[src/rtl/uart_pkg.sv]
// Shared UART definitions: FSM state encoding and baud-generator constants
// for the 50 MHz clock domain.
`timescale 1ns/1ps
package uart_pkg;

    typedef enum logic [2:0] {
        IDLE      = 3'd0,
        START     = 3'd1,
        DATA      = 3'd2,
        STOP      = 3'd3,
        WAIT_IDLE = 3'd4
    } uart_state_t;

    localparam int ACC_WIDTH   = 16;
    // 1x bit-rate tick for the transmitter (50e6 * 151 / 65536 ~= 115200 Hz)
    localparam int TX_BAUD_INC = 151;
    // 16x oversampling tick for the receiver (~= 1.8433 MHz)
    localparam int RX_BAUD_INC = 2416;

endpackage

[src/rtl/uart_rx_if.sv]
// Receiver-side signal bundle: serial line in, byte/strobes/status out.
`timescale 1ns/1ps
interface uart_rx_if;
    logic       rx;
    logic [7:0] data;
    logic       valid;
    logic       frame_err;
    logic       busy;

    // master: the receiver itself
    modport master (input rx, output data, valid, frame_err, busy);
    // slave: whoever drives the line and consumes the bytes
    modport slave  (output rx, input data, valid, frame_err, busy);
endinterface

[src/rtl/uart_baud_tick.sv]
// Phase-accumulator baud generator; tick is the carry-out of the
// accumulator, one clock wide. Free-running, cleared only by reset.
`timescale 1ns/1ps
module uart_baud_tick #(
    parameter int ACC_WIDTH = 16,
    parameter int INC       = 2416
) (
    input  logic clock50,
    input  logic reset,
    output logic tick
);

    logic [ACC_WIDTH-1:0] acc;
    logic [ACC_WIDTH:0]   sum;

    assign sum = {1'b0, acc} + (ACC_WIDTH+1)'(INC);

    // Accumulate every cycle and register the carry as the tick strobe
    always_ff @(posedge clock50 or posedge reset) begin
        if (reset) begin
            acc  <= '0;
            tick <= 1'b0;
        end else begin
            acc  <= sum[ACC_WIDTH-1:0];
            tick <= sum[ACC_WIDTH];
        end
    end

endmodule

[src/rtl/uart_rx.sv]
// 8N1 UART receiver with 16x oversampling. Emits each good byte with a
// one-cycle valid strobe and flags a low stop bit with frame_err.
`timescale 1ns/1ps
module uart_rx
    import uart_pkg::*;
#(
    parameter int ACC_WIDTH = uart_pkg::ACC_WIDTH,
    parameter int BAUD_INC  = RX_BAUD_INC
) (
    input  logic      clock50,
    input  logic      reset,
    uart_rx_if.master bus
);

    logic        rx_meta;
    logic        rx_s;
    logic        tick;
    uart_state_t state;
    logic [3:0]  os_cnt;
    logic [2:0]  bit_cnt;
    logic [7:0]  shreg;
    logic [7:0]  data_q;
    logic        valid_q;
    logic        ferr_q;
    logic        busy_q;

    uart_baud_tick #(
        .ACC_WIDTH (ACC_WIDTH),
        .INC       (BAUD_INC)
    ) u_tick (
        .clock50 (clock50),
        .reset   (reset),
        .tick    (tick)
    );

    // Two-flop synchronizer for the asynchronous line, idling high
    always_ff @(posedge clock50 or posedge reset) begin
        if (reset) begin
            rx_meta <= 1'b1;
            rx_s    <= 1'b1;
        end else begin
            rx_meta <= bus.rx;
            rx_s    <= rx_meta;
        end
    end

    // Frame FSM: os_cnt is zeroed on every state entry so each sample
    // point is a fixed number of ticks after entry
    always_ff @(posedge clock50 or posedge reset) begin
        if (reset) begin
            state   <= IDLE;
            os_cnt  <= '0;
            bit_cnt <= '0;
            shreg   <= '0;
            data_q  <= '0;
            valid_q <= 1'b0;
            ferr_q  <= 1'b0;
            busy_q  <= 1'b0;
        end else begin
            valid_q <= 1'b0;
            ferr_q  <= 1'b0;
            case (state)
                IDLE: begin
                    os_cnt <= '0;
                    if (!rx_s) begin
                        state  <= START;
                        busy_q <= 1'b1;
                    end
                end
                START: begin
                    if (tick) begin
                        if (os_cnt == 4'd7) begin
                            os_cnt <= '0;
                            if (rx_s) begin
                                state  <= IDLE;
                                busy_q <= 1'b0;
                            end else begin
                                bit_cnt <= '0;
                                state   <= DATA;
                            end
                        end else begin
                            os_cnt <= os_cnt + 4'd1;
                        end
                    end
                end
                DATA: begin
                    if (tick) begin
                        // 15 -> 0 wrap lines up the next bit centre
                        os_cnt <= os_cnt + 4'd1;
                        if (os_cnt == 4'd15) begin
                            shreg   <= {rx_s, shreg[7:1]};
                            bit_cnt <= bit_cnt + 3'd1;
                            if (bit_cnt == 3'd7) begin
                                state  <= STOP;
                                os_cnt <= '0;
                            end
                        end
                    end
                end
                STOP: begin
                    if (tick) begin
                        os_cnt <= os_cnt + 4'd1;
                        if (os_cnt == 4'd15) begin
                            os_cnt <= '0;
                            if (rx_s) begin
                                data_q  <= shreg;
                                valid_q <= 1'b1;
                                state   <= IDLE;
                                busy_q  <= 1'b0;
                            end else begin
                                ferr_q <= 1'b1;
                                state  <= WAIT_IDLE;
                            end
                        end
                    end
                end
                WAIT_IDLE: begin
                    if (rx_s) begin
                        state  <= IDLE;
                        busy_q <= 1'b0;
                        os_cnt <= '0;
                    end
                end
                default: begin
                    state  <= IDLE;
                    busy_q <= 1'b0;
                    os_cnt <= '0;
                end
            endcase
        end
    end

    assign bus.data      = data_q;
    assign bus.valid     = valid_q;
    assign bus.frame_err = ferr_q;
    assign bus.busy      = busy_q;

endmodule

[src/flat_wrapper.sv]
// flat-port wrapper written by rule: the top's interface ports become plain ports
module uart_rx_flat import uart_pkg::*;
#(
    parameter int ACC_WIDTH = uart_pkg::ACC_WIDTH,
    parameter int BAUD_INC  = RX_BAUD_INC
)
  (clock50, reset, bus_rx, bus_data, bus_valid, bus_frame_err, bus_busy);
  uart_rx_if bus_i ();
  input  logic clock50;
  input  logic reset;
  input wire logic [$bits(bus_i.rx)-1:0] bus_rx;
  output wire logic [$bits(bus_i.data)-1:0] bus_data;
  output wire logic [$bits(bus_i.valid)-1:0] bus_valid;
  output wire logic [$bits(bus_i.frame_err)-1:0] bus_frame_err;
  output wire logic [$bits(bus_i.busy)-1:0] bus_busy;
  assign bus_i.rx = bus_rx;
  assign bus_data = bus_i.data;
  assign bus_valid = bus_i.valid;
  assign bus_frame_err = bus_i.frame_err;
  assign bus_busy = bus_i.busy;
  uart_rx #(.ACC_WIDTH(ACC_WIDTH), .BAUD_INC(BAUD_INC)) u_core (.clock50(clock50), .reset(reset), .bus(bus_i));
endmodule
[config.mk]
export PLATFORM = sky130hd
export DESIGN_NAME = uart_rx_flat
export DESIGN_NICKNAME = d
export VERILOG_FILES = /design/src/rtl/uart_pkg.sv /design/src/rtl/uart_rx_if.sv /design/src/rtl/uart_baud_tick.sv /design/src/rtl/uart_rx.sv /design/src/flat_wrapper.sv
export SDC_FILE = /design/constraint.sdc
export NUM_CORES = 1
export LEC_CHECK = 0
export BUFFER_PORTS_ARGS = -buffer_cell sky130_fd_sc_hd__buf_4
export CAP_MARGIN = 10
export CORE_MARGIN = 4
export CORE_UTILIZATION = 45
export CTS_CLUSTER_DIAMETER = 80
export CTS_CLUSTER_SIZE = 30
export DETAILED_ROUTE_END_ITERATION = 12
export GPL_TIMING_DRIVEN = 0
export PLACE_DENSITY = 0.73
export RECOVER_POWER = 25
export SETUP_SLACK_MARGIN = 0.5
export SYNTH_ARGS = -nofsm -noshare
export SYNTH_HDL_FRONTEND = slang
export SYNTH_HIERARCHICAL = 1
export SYNTH_SLANG_ARGS = --single-unit
[constraint.sdc]
create_clock -name clock50 -period 2.17 [get_ports clock50]
set_input_delay 0.217 -clock clock50 [delete_from_list [all_inputs] [get_ports clock50]]
set_output_delay 0.217 -clock clock50 [all_outputs]
set_load 0.005 [all_outputs]
**Word-level counts from Yosys, hierarchy flattened**

Index checks and enable logic that the tools add are counted.

- Muxes and demuxes: 42
- $add $sub $neg: 3
- Equal/unequal tests: 17
- Reductions and logical operators: 8
- Bitwise logic cells: 1

Operator list:

| cell | number |
|---|---|
| 3-bit two-way mux | 15 |
| 4-bit two-way mux | 8 |
| 16-bit by 12-bit adder with 17-bit output, second input constant | 1 |
| 4-bit one-hot mux with 4 select lines | 1 |
| 3-bit one-hot mux with 5 select lines | 1 |
| 1-bit two-way mux | 14 |
| 6-bit AND reduction | 2 |
| 2-bit by 1-bit != test with 1-bit output, second input constant | 5 |
| 2-bit != test, second input constant | 5 |
| 9-bit AND reduction | 1 |
| 4-bit AND reduction | 2 |
| 3-bit by 2-bit equality test with 1-bit output, second input constant | 2 |
| 3-bit equality test, second input constant | 2 |
| 3-bit one-hot mux with 2 select lines | 1 |
| 1-bit one-hot mux with 5 select lines | 1 |
| 4-bit by 1-bit adder with 4-bit output, second input constant | 1 |
| 4-bit by 3-bit equality test with 1-bit output, second input constant | 1 |
| 4-bit equality test, second input constant | 1 |
| 3-bit by 1-bit adder with 3-bit output, second input constant | 1 |
| 3-bit by 1-bit equality test with 1-bit output, second input constant | 1 |
| 3-bit logical NOT | 1 |
| 3-bit AND reduction | 1 |
| 2-bit two-way mux | 1 |
| 2-bit nonzero test | 1 |
| 1-bit inverter | 1 |

- Flip-flop bits (word level): 48
- Output and inout bits: 11
- Logic and storage cells: 83
- Input bits: 3

**Longest topological paths before layout**

Gate-level depths: netlist of run 1.

- Depth after elaboration: 5
- Depth in mapped cells: 6
- Mapped depth without buffers: 6

**Cells and area by module**

The synthesis of run 1 kept the hierarchy.

By module, submodules not included:

| module | area each (sq um) | cells an instance | seq. area each (sq um) | times used |
|---|---|---|---|---|
| uart_rx | 1500.2 | 117 | 778.2 | 1 |
| uart_baud_tick | 566.8 | 46 | 325.3 | 1 |

**Worst setup path before layout of run 1**

OpenSTA, ideal clock, no wires.

- Path kind: register to register
- Start point: register u_core.os_cnt[0]
- End point: register u_core.data_q[0], in the netlist u_core/bus.data[0]
- Cell stages (with the launch flop): 6
- Path buffers: 0
- Data arrival time: 1.484 ns
- Period minus slack after synthesis: 1.608 ns
- Setup time: 0.125 ns
- Path slack: 0.562 ns
- Data required time: 2.045 ns
- Cells stage by stage: dfrtp_1 ha_1 and3_2 nand4_4 nor2_8 mux2_2

- Cells in the longest elaborated chain, start to end: 2

Ends and longest elaborated chain:

| what | RTL line | RTL |
|---|---|---|
| start: declaration | uart_rx.sv:19 | `logic [3:0] os_cnt;` |
| start signal: assignment | uart_rx.sv:82 | `os_cnt <= os_cnt + 4'd1;` |
| start signal: assignment | uart_rx.sv:89 | `os_cnt <= os_cnt + 4'd1;` |
| start signal: assignment | uart_rx.sv:102 | `os_cnt <= os_cnt + 4'd1;` |
| 4-bit equality test | uart_rx.sv:103 | `if (os_cnt == 4'd15) begin` |
| 4-bit AND reduction (no line) | - |  |
| end signal: assignment | uart_rx.sv:106 | `data_q <= shreg;` |
| end: declaration | uart_rx.sv:22 | `logic [7:0] data_q;` |

No other way between the ends.
A chain may end at the register's enable or synchronous reset.

**Worst setup path in the final report of run 1**

- Start point: register u_core.os_cnt[1]
- End point: register u_core.data_q[0], in the netlist u_core/bus.data[0]

Same word-level chain as after synthesis.

==> impl_results.md, run 1 <==
* Hpwl dp at 2.58 mm
* Final cell area excluding filler cells at 0.00243 mm²
* Arrival time of data at the critical path endpoint at 1.82 ns
* Residual DRC at 0
* Total clock sinks at 44
* Maximum root-to-sink buffer count at 2
* Ports placed on the boundary at 14
* Initial detailed-routing violation count at 77
* CTS tree: yes
* Height of the chip at between 70 and 80 µm
* Final GP Congestion at 0.882
* Ordered cell list for the critical path: ha_4, and3_4, nand4_4, nor2_4, mux2_4
* Avg Synthesized Cell Area at roughly 13 µm²
* Post-Synthesis Cells at approximately 160
* Via count of the first global-routing pass at between 1000 and 1500
* Final cell utilization of the core at 55.0%
* Setup violation total in the final timing report at 0
* Total clock buffers created by CTS at 5
* Max Fclk at 0.610 GHz
* CTS H-tree depth at 2
* Worst Reg2Reg Path Length in Cells at 5
* Max Transition Viols Final at 0
* Post-synthesis cell area at 0.00207 mm²
* Final layout net count at 196
* LEAKAGE at 1.09 nW
* Element type at the critical path end: flop
* Initial standard-cell utilization of the core at 46.8%
* Ratio of routed vias to standard cells at 5.39
* Share of layout cells above drive strength 1 at 35.3%
* Antenna violations before repair at 0
* Number of flip-flops and latches in the synthesized netlist at 44
* Total congestion overflow after global routing at 0
* Worst flop-to-flop path endpoint: u_core/bus.data[0]$_DFFE_PP0P_
* Number of nets with antenna violations after detailed routing at 0
* Area enclosed by the die boundary at 0.00574 mm²
* Unrepaired setup endpoints after global routing: true
* WL met1 at 1.54 mm
* WHS at 0.0402 ns
* Net count of the mapped netlist at 170
* Drt total wl at 3.62 mm
* Wire length of the first global-routing pass at 5.95 mm
* Largest vdd supply drop at 0.360 mV
* Met2 routed wirelength at 1.83 mm
* Crit path max fanout at 6
* Pin count of the biggest net entering global routing at 32
* Unique cell type count in the Yosys netlist at 49
* Type of the worst min-delay path: in2reg
* Routed vias at 1304
* Crit path required time at 2.35 ns
* Depth of the worst hold-timing path at 1
* Critical path class: reg2reg
* Inserted Diodes at 0
* Cell Area, Placed at 0.00223 mm²
* Launching element type of the critical path: flop
* Reg-to-Reg Start: u_core/os_cnt[1]$_DFFE_PP0P_
* Time the worst path needs with I/O delays and setup at 1.64 ns
* Run status: finished, final reports clean
* Detail Route met3 WL at 155 µm
* Hold violation total from the final report at 0
* Max Cap Violations at 0
* Worst-Skew Late Latency at 0.29 ns
* Number of core rows at 24
* Power density over cell area at 571 mW/mm²
* Setup slack, reg-to-reg at between 0.5 and 0.6 ns
* Width of the chip at roughly 76 µm
* Worst path max stage delay at about 0.42 ns
* Clock transition at the registers of the reported paths at 0.08 ns
* Buffers on Ports at 13
* Transition at the pin with the smallest max-transition slack at 0.488 ns
* Area inside the core boundary at 0.00441 mm²
* Sequential fraction of the synthesis area at 53.4%
* Worst slew margin relative to its limit at 67.4%
* Launch instance of the worst min-delay path: bus_rx
* Top metal layer carrying routed signals: met4
* Setup Skew at 0.00392 ns
* Synth Warn # at 6
* Final period util at between 70 and 80%
* Master cell of the clock root buffer: sky130_fd_sc_hd__clkbuf_8
* GRT Overall Usage at 13.9%
* Layout-stage area growth over the synthesis result at 17.4%
* Router iterations before antenna repair at 4
* Critical-path cell with the highest stage delay: sky130_fd_sc_hd__dfrtp_1
* Final TNS setup at 0 ns
* Worst Hold End: u_core/rx_meta$_DFF_PP1_
* Wire per inst at 15.0 µm
[layout make-up]
| class | count | area (µm²) |
|---|---|---|
| Timing Repair Buffer | 18 | 158 |
| Sequential cell | 44 | 1100 |
| Inverter | 11 | 46.3 |
| Clock buffer | 7 | 86.3 |
| Fill cell | 362 | 1990 |
| Tap cell | 52 | 65.1 |
| Multi-Input combinational cell | 103 | 903 |
| Clock inverter | 1 | 7.51 |
| Buffer | 6 | 57.6 |
[how the worst max path moves through the flow]
stage,startpoint,end,slack [ns],depth (start not counted)
CTS,u_core/state[1]$_DFFE_PP0P_,u_core/bit_cnt[0]$_DFFE_PP0P_,0.51,5
floorplan,u_core/os_cnt[0]$_DFFE_PP0P_,u_core/bus.data[0]$_DFFE_PP0P_,0.56,5
detailed placement,u_core/os_cnt[0]$_DFFE_PP0P_,u_core/bus.data[6]$_DFFE_PP0P_,0.37,5
global placement,u_core/os_cnt[0]$_DFFE_PP0P_,u_core/bus.data[6]$_DFFE_PP0P_,0.44,5
finish,u_core/os_cnt[1]$_DFFE_PP0P_,u_core/bus.data[0]$_DFFE_PP0P_,0.53,5
global route,u_core/os_cnt[3]$_DFFE_PP0P_,u_core/bit_cnt[0]$_DFFE_PP0P_,0.45,5
[cells in the final DEF, fill, tap and decap left out, types with 4 or more instances in the layout]
| cell type | count |
|---|---|
| sky130_fd_sc_hd__xnor2_1 | 7 |
| sky130_fd_sc_hd__mux2_4 | 4 |
| sky130_fd_sc_hd__nor2_1 | 6 |
| sky130_fd_sc_hd__clkbuf_8 | 6 |
| sky130_fd_sc_hd__mux2_2 | 13 |
| sky130_fd_sc_hd__xor2_1 | 6 |
| sky130_fd_sc_hd__inv_1 | 9 |
| sky130_fd_sc_hd__a21oi_1 | 4 |
| sky130_fd_sc_hd__dfrtp_1 | 42 |
| sky130_fd_sc_hd__buf_4 | 15 |
| sky130_fd_sc_hd__nand2_1 | 14 |
| sky130_fd_sc_hd__buf_6 | 4 |
[cells in the mapped netlist, drive strengths merged]
master | number | area [µm²]
o31ai | 2 | 15.0
o211ai | 2 | 15.0
nand3 | 1 | 5.00
a32o | 1 | 10.0
o2111ai | 2 | 23.8
nand4 | 4 | 40.0
a21oi | 5 | 28.8
a21o | 1 | 7.51
maj3 | 1 | 10.0
or3 | 1 | 6.26
nor2 | 8 | 48.8
buf | 6 | 57.6
nor2b | 1 | 6.26
or4b | 1 | 10.0
xnor2 | 7 | 61.3
and2 | 1 | 7.51
a211oi | 2 | 20.0
nor4 | 2 | 33.8
a311oi | 1 | 8.76
mux2i | 3 | 30.0
xor2 | 6 | 52.6
inv | 11 | 41.3
and3 | 4 | 36.3
nand2 | 14 | 52.6
nor3b | 1 | 7.51
nand2b | 1 | 6.26
mux2 | 17 | 195
o21a | 1 | 7.51
o21ai | 4 | 20.0
ha | 4 | 50.1
nor4b | 1 | 23.8
a31oi | 3 | 25.0
dfrtp | 42 | 1050
dfstp | 2 | 52.6
[sequential cells by signal, indices dropped and copies added, names as in the netlist]
signal,flops
u_core/bus.busy,1
u_core/os_cnt,4
u_core/bus.frame_err,1
u_core/state,3
u_core/u_tick/acc,12
u_core/bus.valid,1
u_core/bit_cnt,3
u_core/u_tick/tick,1
u_core/rx_s,1
u_core/rx_meta,1
u_core/bus.data,8
u_core/shreg,8
[stage by stage]
step           std cells  worst slack (ns)  power, mW
5_1_grt              242             0.452       1.44
4_1_cts              239             0.507       1.40
2_1_floorplan        163             0.562      0.858
3_3_place_gp         228             0.439      0.866
3_5_place_dp         228             0.373      0.868
6_report             242             0.529       1.38
[critical path, delay by kind of cell (launching register included)]
family | cells | cell delay (ns)
adders and majority gates | 1 | 0.19
DFF | 1 | 0.42
muxes | 1 | 0.32
and+or+nand+nor | 3 | 0.60
[what timing repair did]
action                     4_1_cts  5_1_grt
cloned                           1        0
hold endpoints to repair        13        0
resized for setup                3        5
hold buffers                     1        0
buffers inserted                 1        2
pin swaps                        2        4
setup endpoints to repair       17       17
[report_power, final]
part           leakage, nW  internal [mW]  switching, mW
logic                0.488         0.0106         0.0216
registers            0.554          0.823        0.00309
clock network       0.0445          0.259          0.268
total                 1.09           1.09          0.293
[cell families (layout without fill, tap and decap cells)]
| kind of cell | after synthesis | in the layout | share of synthesized area [%] |
|---|---|---|---|
| AND/OR/NAND/NOR | 40 | 41 | 13.7 |
| XOR/XNOR | 13 | 13 | 5.51 |
| buffers and inverters | 17 | 43 | 4.78 |
| multiplexers | 20 | 20 | 10.9 |
| AO/OA/AOI/OAI | 24 | 24 | 8.78 |
| adder cells (fa/ha/maj) | 5 | 5 | 2.91 |
| flip-flops | 44 | 44 | 53.4 |
[layer usage]
metal,vias to the layer above,track usage [%]
met3,9,5.01
li1,620,-
met5,-,0
met4,0,6.80
met2,25,22.6
met1,650,16.2
Power figures use the tool's default switching activity.
==> run 2: changes to the inputs <==
--- a/config.mk
+++ b/config.mk
@@ -13,7 +13,7 @@
 export CTS_CLUSTER_SIZE = 30
 export DETAILED_ROUTE_END_ITERATION = 12
 export GPL_TIMING_DRIVEN = 0
-export PLACE_DENSITY = 0.73
+export PLACE_DENSITY = 0.76
 export RECOVER_POWER = 25
 export SETUP_SLACK_MARGIN = 0.5
 export SYNTH_ARGS = -nofsm -noshare
==> constraint.sdc (replaced) <==
create_clock -name clock50 -period 1.4 [get_ports clock50]
set_input_delay 0.14 -clock clock50 [delete_from_list [all_inputs] [get_ports clock50]]
set_output_delay 0.14 -clock clock50 [all_outputs]
set_load 0.005 [all_outputs]
==> run 2 against run 1 <==
- the run now ends with negative setup slack left
- worst hold slack better by 0.33 ns
- global-route usage up 3.5 points
- combinational power is 76% higher
- wire length rose by 45%
- clock skew grew 0.0016 ns
- cell area increased by 26%
- total power grew 55%
- via count rose by 21%
- sequential share of layout area down 9.2 points
- sequential power up 55%
- largest power group unchanged
==> impl_results.md, run 2 (same netlist as run 1, synthesis figures left out) <==
* Run status: finished, violations left
* Violated checks: negative setup slack
* Element type at the critical path end: flop
* Setup slack, reg-to-reg at -0.25 ns (-0.78 ns)
* Most frequent standard cell in the layout excluding fill and tap cells: sky130_fd_sc_hd__dfrtp_1
* Transition at the pin with the smallest max-transition slack at 0.674 ns (+0.186 ns)
* Height of the chip at 75.8 µm (unchanged)
* WHS at 0.366 ns (+0.326 ns)
* LEAKAGE at 1.33 nW (+23%)
* Area enclosed by the die boundary at 0.00574 mm² (unchanged)
* Via count of the first global-routing pass at 1586 (+20%)
* Ratio of routed vias to standard cells at 5.59 (+3.7%)
* Depth of the worst hold-timing path at 0 (-1)
* Filler cell count at 294 (-19%)
* Worst slew margin relative to its limit at 54.8% (-13 points)
* Area taken by multi-input logic gates at 0.00112 mm² (+24%)
* Power density over cell area at 706 mW/mm² (+24%)
* Crit path required time at 1.61 ns (-0.74 ns)
* Unrepaired setup endpoints after global routing: true
* Largest register by flop count: u_core/u_tick/acc
* Pin count of the biggest net entering global routing at 32 (unchanged)
* Number of core rows at 24 (unchanged)
* Most used cells in the layout excluding fill and tap cells: sky130_fd_sc_hd__dfrtp_1 (42), sky130_fd_sc_hd__buf_4 (31), sky130_fd_sc_hd__buf_6 (26)
* Arrival time of data at the critical path endpoint at 1.86 ns (+0.04 ns)
* Worst-Skew Late Latency at 0.29 ns (about the same)
* Type of the worst min-delay path: reg2reg
* Area inside the core boundary at 0.00441 mm² (unchanged)
* Hpwl dp at 2.66 mm (+3.0%)
* Worst Hold End: u_core/rx_s$_DFF_PP1_
* Launch instance of the worst min-delay path: u_core/rx_meta$_DFF_PP1_
* Maximum root-to-sink buffer count at 2 (unchanged)
* Sequential Area at 0.00110 mm² (unchanged)
* Fin worst setup slack at -0.248 ns (-0.777 ns)
* Critical path class: reg2reg
* Residual DRC at 0 (unchanged)
* Max Fclk at 0.607 GHz (-0.42%)
* GRT Overall Usage at 17.4% (+3.5 points)
* Routed vias at 1582 (+21%)
* Master cell of the clock root buffer: sky130_fd_sc_hd__clkbuf_8
* Inserted Diodes at 0 (unchanged)
* Total clock sinks at 44 (unchanged)
* Clock transition at the registers of the reported paths at 0.08 ns (about the same)
* Initial standard-cell utilization of the core at 46.8% (unchanged)
* Setup violation total in the final timing report at 27 (+27)
* Setup Skew at 0.00550 ns (+0.00158 ns)
* Final layout net count at 237 (+21%)
* Final period util at 118% (+42 points)
* Time the worst path needs with I/O delays and setup at 1.65 ns (+0.00692 ns)
* Max FFs per register at 12 (unchanged)
* Number of nets with antenna violations after detailed routing at 0 (unchanged)
* Ports placed on the boundary at 14 (unchanged)
* Total clock buffers created by CTS at 5 (unchanged)
* Wire length of the first global-routing pass at 7.40 mm (+24%)
* Final cell utilization of the core at 69.0% (+14 points)
* Crit path max fanout at 4 (-2)
* CTS tree: yes
* Antenna violations before repair at 0 (unchanged)
* Reg-to-Reg Start: u_core/state[1]$_DFFE_PP0P_
* Router iterations before antenna repair at 4 (unchanged)
* Total congestion overflow after global routing at 0 (unchanged)
* Layout-stage area growth over the synthesis result at 47.4%
* Max Transition Viols Final at 0 (unchanged)
* Launching element type of the critical path: flop
* Initial detailed-routing violation count at 143 (+86%)
* Max Cap Violations at 0 (unchanged)
* Buffers on Ports at 13 (unchanged)
* Worst Reg2Reg Path Length in Cells at 6 (+1)
* Width of the chip at 75.8 µm (unchanged)
* Share of layout cells above drive strength 1 at 56.7% (+21 points)
* Hold violation total from the final report at 0 (unchanged)
* Final GP Congestion at 0.884 (+0.23%)
* Drt total wl at 5.26 mm (+45%)
* CTS H-tree depth at 2 (unchanged)
* Worst flop-to-flop path endpoint: u_core/bit_cnt[1]$_DFFE_PP0P_
* Wire per inst at 18.6 µm (+24%)
* Largest vdd supply drop at 0.675 mV (+87%)
==> run 2: cell count changes in the layout (fill, tap and decap cells not counted), sizes merged <==
| cell | change |
|---|---|
| dlygate4sd3 | +1 |
| clkinvlp | +4 |
| inv | -3 |
| buf | +39 |
==> run 2: report_power, final <==
group / total [mW] / internal [mW] / switching (mW) / leakage (nW)
registers: 1.28 / 1.28 / 0.00535 / 0.554
clock network: 0.813 / 0.401 / 0.412 / 0.0445
logic: 0.0566 / 0.0153 / 0.0414 / 0.733
==> run 2: final cells by class <==
cell class	instances	area share (%)
multi-input cells	103	36.8
flip-flops and latches	44	36.2
repair buffers	58	17.2
clock buffers	7	2.83
plain buffers	6	2.42
well taps	52	2.14
inverters	11	2.05
clock inverters	1	0.246
repair inverters	1	0.164
==> run 2: metrics by stage <==
stage	setup TNS (ns)	setup WS, ns	std cells	total power [mW]	area [µm²]
finish	-4.84	-0.248	283	2.15	3050
floorplan	-1.95	-0.125	163	1.33	2100
CTS	-3.65	-0.232	263	2.16	2800
detailed placement	-4.40	-0.279	228	1.35	2260
global route	-5.83	-0.324	283	2.25	3050
global placement	-3.35	-0.215	228	1.34	2260
==> run 2: timing repair <==
action                                  CTS  global route
cloned                                    1             1
buffers inserted                         24            19
gates resized for setup                  58            24
hold buffers                              2             0
pin swaps                                16            15
hold endpoints to repair                 43             0
endpoints found under the setup margin   81            82
==> run 2: worst max path at each step <==
stage	from	end	slack, ns	depth (start not counted)
floorplan	u_core/os_cnt[1]$_DFFE_PP0P_	u_core/bus.data[0]$_DFFE_PP0P_	-0.12	5
global placement	u_core/os_cnt[0]$_DFFE_PP0P_	u_core/bus.data[5]$_DFFE_PP0P_	-0.21	5
detailed placement	u_core/os_cnt[0]$_DFFE_PP0P_	u_core/bus.data[4]$_DFFE_PP0P_	-0.28	5
CTS	u_core/os_cnt[3]$_DFFE_PP0P_	u_core/bit_cnt[0]$_DFFE_PP0P_	-0.23	5
global route	u_core/os_cnt[3]$_DFFE_PP0P_	u_core/bit_cnt[1]$_DFFE_PP0P_	-0.32	6
finish	u_core/state[1]$_DFFE_PP0P_	u_core/bit_cnt[1]$_DFFE_PP0P_	-0.25	6
==> run 2: critical path, cell delays in order (launching register included) <==
cell and delay [ns]:
sky130_fd_sc_hd__dfrtp_1 0.40, sky130_fd_sc_hd__buf_6 0.14, sky130_fd_sc_hd__nor4b_4 0.33, sky130_fd_sc_hd__a21oi_2 0.08
sky130_fd_sc_hd__nor4_4 0.25, sky130_fd_sc_hd__buf_4 0.18, sky130_fd_sc_hd__mux2i_1 0.19
==> run 2: layer usage <==
| metal | wire length (µm) | track usage [%] |
|---|---|---|
| met5 | 0 | 0 |
| met4 | 172 | 6.80 |
| met3 | 165 | 6.46 |
| met2 | 2900 | 29.1 |
| met1 | 2020 | 20.3 |
